--- config.mk ---
export PLATFORM = sky130hd
export DESIGN_NAME = clock_btn_ctrl
export DESIGN_NICKNAME = d
export VERILOG_FILES = /design/src/rtl/clock_pkg.sv /design/src/rtl/btn_debounce.sv /design/src/rtl/clock_btn_ctrl.sv
export SDC_FILE = /design/constraint.sdc
export NUM_CORES = 1
export LEC_CHECK = 0
export CAP_MARGIN = 10
export CORE_UTILIZATION = 50
export DETAILED_ROUTE_END_ITERATION = 8
export PLACE_DENSITY = 0.76
export REMOVE_ABC_BUFFERS = 1
export SLEW_MARGIN = 20
export SYNTH_ARGS = -nofsm -noshare
export SYNTH_HDL_FRONTEND = slang
export SYNTH_SLANG_ARGS = --single-unit
--- constraint.sdc ---
create_clock -name clk -period 3.1 [get_ports clk]
set_clock_uncertainty 0.2 [all_clocks]
set_input_delay 0.465 -clock clk [delete_from_list [all_inputs] [get_ports clk]]
set_output_delay 0.465 -clock clk [all_outputs]
set_load 0.02 [all_outputs]
--- src/rtl/clock_pkg.sv ---
`default_nettype none
// ============================================================================
// Module   : clock_pkg
// Purpose  : Shared types and constants for the clock setting front-end:
//            RUN/SET state type, field/group encodings and button indices.
// Revision : 1.0  initial release
// ============================================================================
package clock_pkg;

  // Mode state of the setting controller
  typedef enum logic [0:0] {
    RUN = 1'b0,
    SET = 1'b1
  } state_t;

  // Field select within the time group
  localparam logic [1:0] FLD_SEC   = 2'd0;
  localparam logic [1:0] FLD_MIN   = 2'd1;
  localparam logic [1:0] FLD_HOUR  = 2'd2;
  // Field select within the date group (same codes as the time group)
  localparam logic [1:0] FLD_DAY   = 2'd0;
  localparam logic [1:0] FLD_MONTH = 2'd1;
  localparam logic [1:0] FLD_YEAR  = 2'd2;

  // Group select
  localparam logic GRP_TIME = 1'b0;
  localparam logic GRP_DATE = 1'b1;

  // Bit positions of the five buttons inside the internal button vectors
  localparam int unsigned BTN_MODE = 0;
  localparam int unsigned BTN_GRP  = 1;
  localparam int unsigned BTN_NEXT = 2;
  localparam int unsigned BTN_INC  = 3;
  localparam int unsigned BTN_DEC  = 4;
  localparam int unsigned BTN_NUM  = 5;

  // Field advance 0 -> 1 -> 2 -> 0; code 3 is never produced
  function automatic logic [1:0] next_field(input logic [1:0] fld);
    logic [1:0] nxt;
    nxt = FLD_SEC;
    if (fld == FLD_SEC)      nxt = FLD_MIN;
    else if (fld == FLD_MIN) nxt = FLD_HOUR;
    return nxt;
  endfunction

endpackage
`default_nettype wire

--- src/rtl/btn_debounce.sv ---
`default_nettype none
// ============================================================================
// Module   : btn_debounce
// Purpose  : Two-flop synchroniser, stability counter and press pulse for one
//            active-low push-button. The accepted level only moves after
//            DEBOUNCE_CYCLES consecutive synchronised samples that disagree
//            with it. After reset a button must be seen released once before
//            a press can be accepted, so a button held through reset is
//            ignored until it is released and pressed again.
// Revision : 1.0  initial release
// ============================================================================
module btn_debounce #(
  parameter int unsigned DEBOUNCE_CYCLES = 250000
) (
  input  logic clk,
  input  logic rst_n,
  input  logic raw_i,
  output logic level_o,
  output logic press_o
);

  localparam int unsigned CNT_W = $clog2(DEBOUNCE_CYCLES + 1);
  localparam logic [CNT_W-1:0] CNT_LAST = CNT_W'(DEBOUNCE_CYCLES - 1);

  logic             sync1_q;
  logic             sync2_q;
  logic             armed_q;
  logic             level_q;
  logic             press_q;
  logic [CNT_W-1:0] cnt_q;
  logic             differ;

  // A disagreeing sample only counts once the button has been seen released
  assign differ = (sync2_q != level_q) && armed_q;

  // Synchronise the raw pin; flops start "pressed" so a held button never arms
  always_ff @(posedge clk or negedge rst_n) begin
    if (!rst_n) begin
      sync1_q <= 1'b0;
      sync2_q <= 1'b0;
      armed_q <= 1'b0;
    end else begin
      sync1_q <= raw_i;
      sync2_q <= sync1_q;
      armed_q <= armed_q | sync2_q;
    end
  end

  // Count consecutive disagreeing samples; accept the new level on the last one
  always_ff @(posedge clk or negedge rst_n) begin
    if (!rst_n) begin
      level_q <= 1'b1;
      press_q <= 1'b0;
      cnt_q   <= '0;
    end else if (differ) begin
      if (cnt_q >= CNT_LAST) begin
        level_q <= sync2_q;
        press_q <= ~sync2_q;
        cnt_q   <= '0;
      end else begin
        press_q <= 1'b0;
        cnt_q   <= cnt_q + 1'b1;
      end
    end else begin
      press_q <= 1'b0;
      cnt_q   <= '0;
    end
  end

  assign level_o = level_q;
  assign press_o = press_q;

endmodule
`default_nettype wire

--- src/rtl/clock_btn_ctrl.sv ---
`default_nettype none
// ============================================================================
// Module   : clock_btn_ctrl
// Purpose  : Setting front-end of the clock. Debounces the five raw buttons,
//            runs the RUN/SET mode machine, selects group and field and drives
//            the active-low inc/dec request levels sampled by the time counter.
//            Optional build macro CLOCK_BTN_TIMEOUT_EN enables the return to
//            RUN after TIMEOUT_CYCLES cycles with every button released.
// Revision : 1.0  initial release
// ============================================================================
module clock_btn_ctrl
  import clock_pkg::*;
#(
  parameter int unsigned DEBOUNCE_CYCLES = 250000,
  parameter int unsigned TIMEOUT_CYCLES  = 250000000
) (
  input  logic       clk,
  input  logic       rst_n,
  input  logic       mode_raw,
  input  logic       grp_raw,
  input  logic       next_raw,
  input  logic       inc_raw,
  input  logic       dec_raw,
  output logic       set_mode,
  output logic       sel,
  output logic [1:0] set_select,
  output logic       inc_btn,
  output logic       dec_btn
);

  logic [BTN_NUM-1:0] raw_vec;
  logic [BTN_NUM-1:0] level_vec;
  logic [BTN_NUM-1:0] press_vec;

  state_t     state_q;
  logic       set_mode_q;
  logic       sel_q;
  logic [1:0] set_select_q;
  logic       inc_btn_q;
  logic       dec_btn_q;

  logic       mode_press;
  logic       grp_press;
  logic       next_press;
  logic       inc_req;
  logic       dec_req;
  logic       any_active;
  logic       timeout;

  assign raw_vec[BTN_MODE] = mode_raw;
  assign raw_vec[BTN_GRP]  = grp_raw;
  assign raw_vec[BTN_NEXT] = next_raw;
  assign raw_vec[BTN_INC]  = inc_raw;
  assign raw_vec[BTN_DEC]  = dec_raw;

  generate
    for (genvar i = 0; i < BTN_NUM; i++) begin : g_btn
      btn_debounce #(
        .DEBOUNCE_CYCLES(DEBOUNCE_CYCLES)
      ) u_debounce (
        .clk    (clk),
        .rst_n  (rst_n),
        .raw_i  (raw_vec[i]),
        .level_o(level_vec[i]),
        .press_o(press_vec[i])
      );
    end
  endgenerate

  assign mode_press = press_vec[BTN_MODE];
  assign grp_press  = press_vec[BTN_GRP];
  assign next_press = press_vec[BTN_NEXT];

  // A request needs exactly one of inc/dec held; both held cancel each other
  assign inc_req = ~level_vec[BTN_INC] &  level_vec[BTN_DEC];
  assign dec_req =  level_vec[BTN_INC] & ~level_vec[BTN_DEC];

  // Any pressed level or fresh press keeps SET alive
  assign any_active = (~&level_vec) | (|press_vec);

`ifdef CLOCK_BTN_TIMEOUT_EN
  localparam int unsigned IDLE_W = $clog2(TIMEOUT_CYCLES + 1);
  localparam logic [IDLE_W-1:0] IDLE_LAST = IDLE_W'(TIMEOUT_CYCLES - 1);
  localparam logic [IDLE_W-1:0] IDLE_MAX  = IDLE_W'(TIMEOUT_CYCLES);

  logic [IDLE_W-1:0] idle_q;

  // Count released cycles while in SET; held at zero in RUN so entry starts clean
  always_ff @(posedge clk or negedge rst_n) begin
    if (!rst_n) begin
      idle_q <= '0;
    end else if ((state_q != SET) || any_active) begin
      idle_q <= '0;
    end else if (idle_q != IDLE_MAX) begin
      idle_q <= idle_q + 1'b1;
    end
  end

  // Current cycle is the last of the idle window: leave on this edge
  assign timeout = (state_q == SET) && !any_active && (idle_q == IDLE_LAST);
`else
  logic unused_timeout;

  assign timeout        = 1'b0;
  assign unused_timeout = any_active ^ (TIMEOUT_CYCLES == 0);
`endif

  // Inc/dec press pulses are not events for the mode machine
  logic unused_press;
  assign unused_press = press_vec[BTN_INC] ^ press_vec[BTN_DEC];

  // Mode machine with registered outputs; mode beats grp, grp beats next
  always_ff @(posedge clk or negedge rst_n) begin
    if (!rst_n) begin
      state_q      <= RUN;
      set_mode_q   <= 1'b0;
      sel_q        <= GRP_TIME;
      set_select_q <= FLD_SEC;
      inc_btn_q    <= 1'b1;
      dec_btn_q    <= 1'b1;
    end else begin
      case (state_q)
        RUN: begin
          sel_q        <= GRP_TIME;
          set_select_q <= FLD_SEC;
          if (mode_press) begin
            state_q    <= SET;
            set_mode_q <= 1'b1;
            inc_btn_q  <= ~inc_req;
            dec_btn_q  <= ~dec_req;
          end else begin
            set_mode_q <= 1'b0;
            inc_btn_q  <= 1'b1;
            dec_btn_q  <= 1'b1;
          end
        end
        SET: begin
          if (mode_press || timeout) begin
            state_q      <= RUN;
            set_mode_q   <= 1'b0;
            sel_q        <= GRP_TIME;
            set_select_q <= FLD_SEC;
            inc_btn_q    <= 1'b1;
            dec_btn_q    <= 1'b1;
          end else begin
            set_mode_q <= 1'b1;
            if (grp_press) begin
              sel_q        <= ~sel_q;
              set_select_q <= (sel_q == GRP_TIME) ? FLD_DAY : FLD_SEC;
            end else if (next_press) begin
              set_select_q <= next_field(set_select_q);
            end
            inc_btn_q <= ~inc_req;
            dec_btn_q <= ~dec_req;
          end
        end
        default: begin
          state_q      <= RUN;
          set_mode_q   <= 1'b0;
          sel_q        <= GRP_TIME;
          set_select_q <= FLD_SEC;
          inc_btn_q    <= 1'b1;
          dec_btn_q    <= 1'b1;
        end
      endcase
    end
  end

  assign set_mode   = set_mode_q;
  assign sel        = sel_q;
  assign set_select = set_select_q;
  assign inc_btn    = inc_btn_q;
  assign dec_btn    = dec_btn_q;

endmodule
`default_nettype wire

==> summary.txt <==
Overflow after GRT: 0
unique cell type count in the Yosys netlist: 49
Placed Area: 5910 sq um
max_cap viols: 0
clock root cell: clkbuf_8
area of the core: 10900 sq um
pin count of the biggest net entering global routing: 64
worst-path fanout max: 18
first-pass GRT wire length: 19000 um
Final GP Congestion: 0.854
Final Worst Setup Slack: 0.511 ns
arrival time worst endpoint: 2.77 ns
DRC Markers: 0
CTS max path bufs: 2
Initial Util: 51.6%
sequential share of the synthesized area: 53.1%
relative slew slack: 46.2%
Fin. Hold Viols: 0
Crit path max-delay family: compound AO/OA/AOI/OAI gates
die width: 108 um
worst skew pair latency: 0.53 ns
FFs w/ async S/R, synth: 100%
dpl ws: 0.508 ns
layout cells sized above 1: 12.2%
Layout Area Growth over Synthesis: 15.4%
outcome: completed
Syn Inst Count: 531
Crit-path slowest cell: o311a_1
largest stage delay on the critical path: 0.65 ns
Fmax: 386 MHz
number of global-route vias before repair: 4098
Hold Buf Count CTS: 1
Hold Path Class: reg2reg
yosys warns: 0
Synth area leader: dfrtp_1
Max Slew Vio Count: 0
top cell type's share of synthesized area: 49.8%
Pwr Density: 543 nW/um^2
final design utilization: 59.6%
TritonCTS Buffers: 17
Starting DRT DRC Count: 181
Most used DFF post-synth: dfrtp_1
Final ANT Viol Nets: 0
# setup viols final: 0
average wire per standard cell: 15.0 um
1st-pass router iterations: 4
Ports: 13
Post-Synthesis Cell Area: 5620 sq um
Setup crit start kind: flip-flop
Final #Nets: 566
Die Span Y: 108 um
average size of a mapped cell: 10.6 sq um
n_diodes: 0
final instance area: 6490 sq um
CTS sink cnt: 119
Clock Pin Slew Worst Setup and Hold Paths: 0.06 ns
Post-CTS Setup Bufs: 0
Power Total: 3530 uW
GRT Total Usage: 21.0%
most numerous cell in the Yosys netlist: dfrtp_1
Worst VDD drop: 0.412 mV
unrepaired setup endpoints after global routing: no
CTS H-tree depth: 4
initial antenna violation count: 0
# rows: 38
EDFF count, synth: 0
post-cts resize count: 0
via count: 4132
worst-path cell chain: ha_1 > nand3_1 > a2111oi_0 > o311a_1 > nor3_1
worst path bufs/invs: 0
DRT Wirelength: 10600 um
flops & latches, synth: 119
Worst setup EP type: flip-flop
fin crit period: 2.59 ns
die area: 11700 sq um
Worst Path Class, Setup: reg2reg
Setup TNS: 0 ns
period utilization: 83.5%
# fillers: 882
Detail Placement HPWL: 7060 um
Synth area leaders: dfrtp_1 (50%), nor3_1 (7.2%), xnor2_1 (6.1%)
Tightest Pin Transition: 0.807 ns
DR vias/cell: 5.85
top post-synthesis cells by count: dfrtp_1 (112), nor3_1 (81), xnor2_1 (39)
PortBufs: 12
Pleak: 0.00261 uW
CP required: 3.28 ns
CTS tree: yes
-- logic make-up after synthesis --
kind of cell / count (synthesis) / synth area share [%]
compound gates: 55 / 7.23
xor+xnor: 67 / 10.4
fa+ha+maj: 6 / 1.34
buf+inv: 34 / 2.40
flops: 119 / 53.1
mux: 6 / 1.20
simple gates: 244 / 24.3
-- worst register-to-register path, cell delays in order, from the launching register on --
cell,delay (ns)
dfrtp_1,0.39
ha_1,0.20
nand3_1,0.23
a2111oi_0,0.61
o311a_1,0.66
nor3_1,0.15
-- area by class of cell --
class                   count  area, sq um  area share [%]
repair buffers             20          193            2.97
flip-flops and latches    119         2990            46.0
multi-input cells         378         2510            38.7
inverters                  17         63.8           0.984
clock buffers              17          414            6.38
clock inverters            15          146            2.26
well taps                 140          175            2.70
-- layer usage --
layer  vias up  global-route usage, %  share of wire [%]
met3        21                   5.79                3.2
met1      2046                   25.4                 44
li1       2001                      -                  -
met2        64                   34.5                 50
met4         0                   10.5                2.5
met5         -                      0                  0
-- placed cells by master (no fill, tap or decap), drive strengths merged, types with 2 or more instances in the layout --
master         count
clkinv             5
o211ai             3
or3               12
dfrtp            112
and3              14
a31oi              3
clkinvlp           4
xnor2             39
xor2              28
a21oi              4
or2                6
o41ai              4
clkbuf            17
inv               22
clkdlybuf4s50     11
o21ai              9
a31o               2
nor4b              2
nand2             33
mux2               6
ha                 6
nor4              10
nand3b             2
nor3b              7
nand3             22
dfstp              7
and2               2
and4               7
a211oi            18
buf                8
nor3              81
nand4             19
o31ai              6
nor2              13
or4               10
-- where the power goes --
part	total (uW)	internal, uW	switching, uW
logic	92.5	31.1	61.3
clock network	1840	1080	758
registers	1600	1580	20.0
-- worst paths after layout --
kind / from / end / slack (ns) / cells past startpoint
max in group asynchronous: rst_n / g_btn[3].u_debounce.level_o / 1.57 / 3
max reg2reg: g_btn[1].u_debounce.cnt_q[0] / g_btn[1].u_debounce.cnt_q[10] / 0.51 / 5
min in group asynchronous: rst_n / g_btn[2].u_debounce.cnt_q[12] / 0.37 / 2
min: g_btn[3].u_debounce.sync1_q / g_btn[3].u_debounce.sync2_q / 0.15 / 0
max: g_btn[1].u_debounce.cnt_q[0] / g_btn[1].u_debounce.cnt_q[10] / 0.51 / 5
min reg2reg: g_btn[3].u_debounce.sync1_q / g_btn[3].u_debounce.sync2_q / 0.15 / 0
-- through the flow --
step	std cells	hold WS, ns
after floorplan	514	-0.0306
after global placement	673	0.132
after detailed placement	673	0.137
after CTS	706	0.150
after global routing	706	0.167
final	706	0.150
-- flip-flops by register name, indices dropped and copies added (netlist names), 2 cells and up --
signal / count
g_btn.u_debounce.armed_q: 5
g_btn.u_debounce.cnt_q: 90
g_btn.u_debounce.level_o: 5
g_btn.u_debounce.press_o: 3
g_btn.u_debounce.sync1_q: 5
g_btn.u_debounce.sync2_q: 5
set_select: 2
Note: power is estimated with default switching activity, not from simulation.
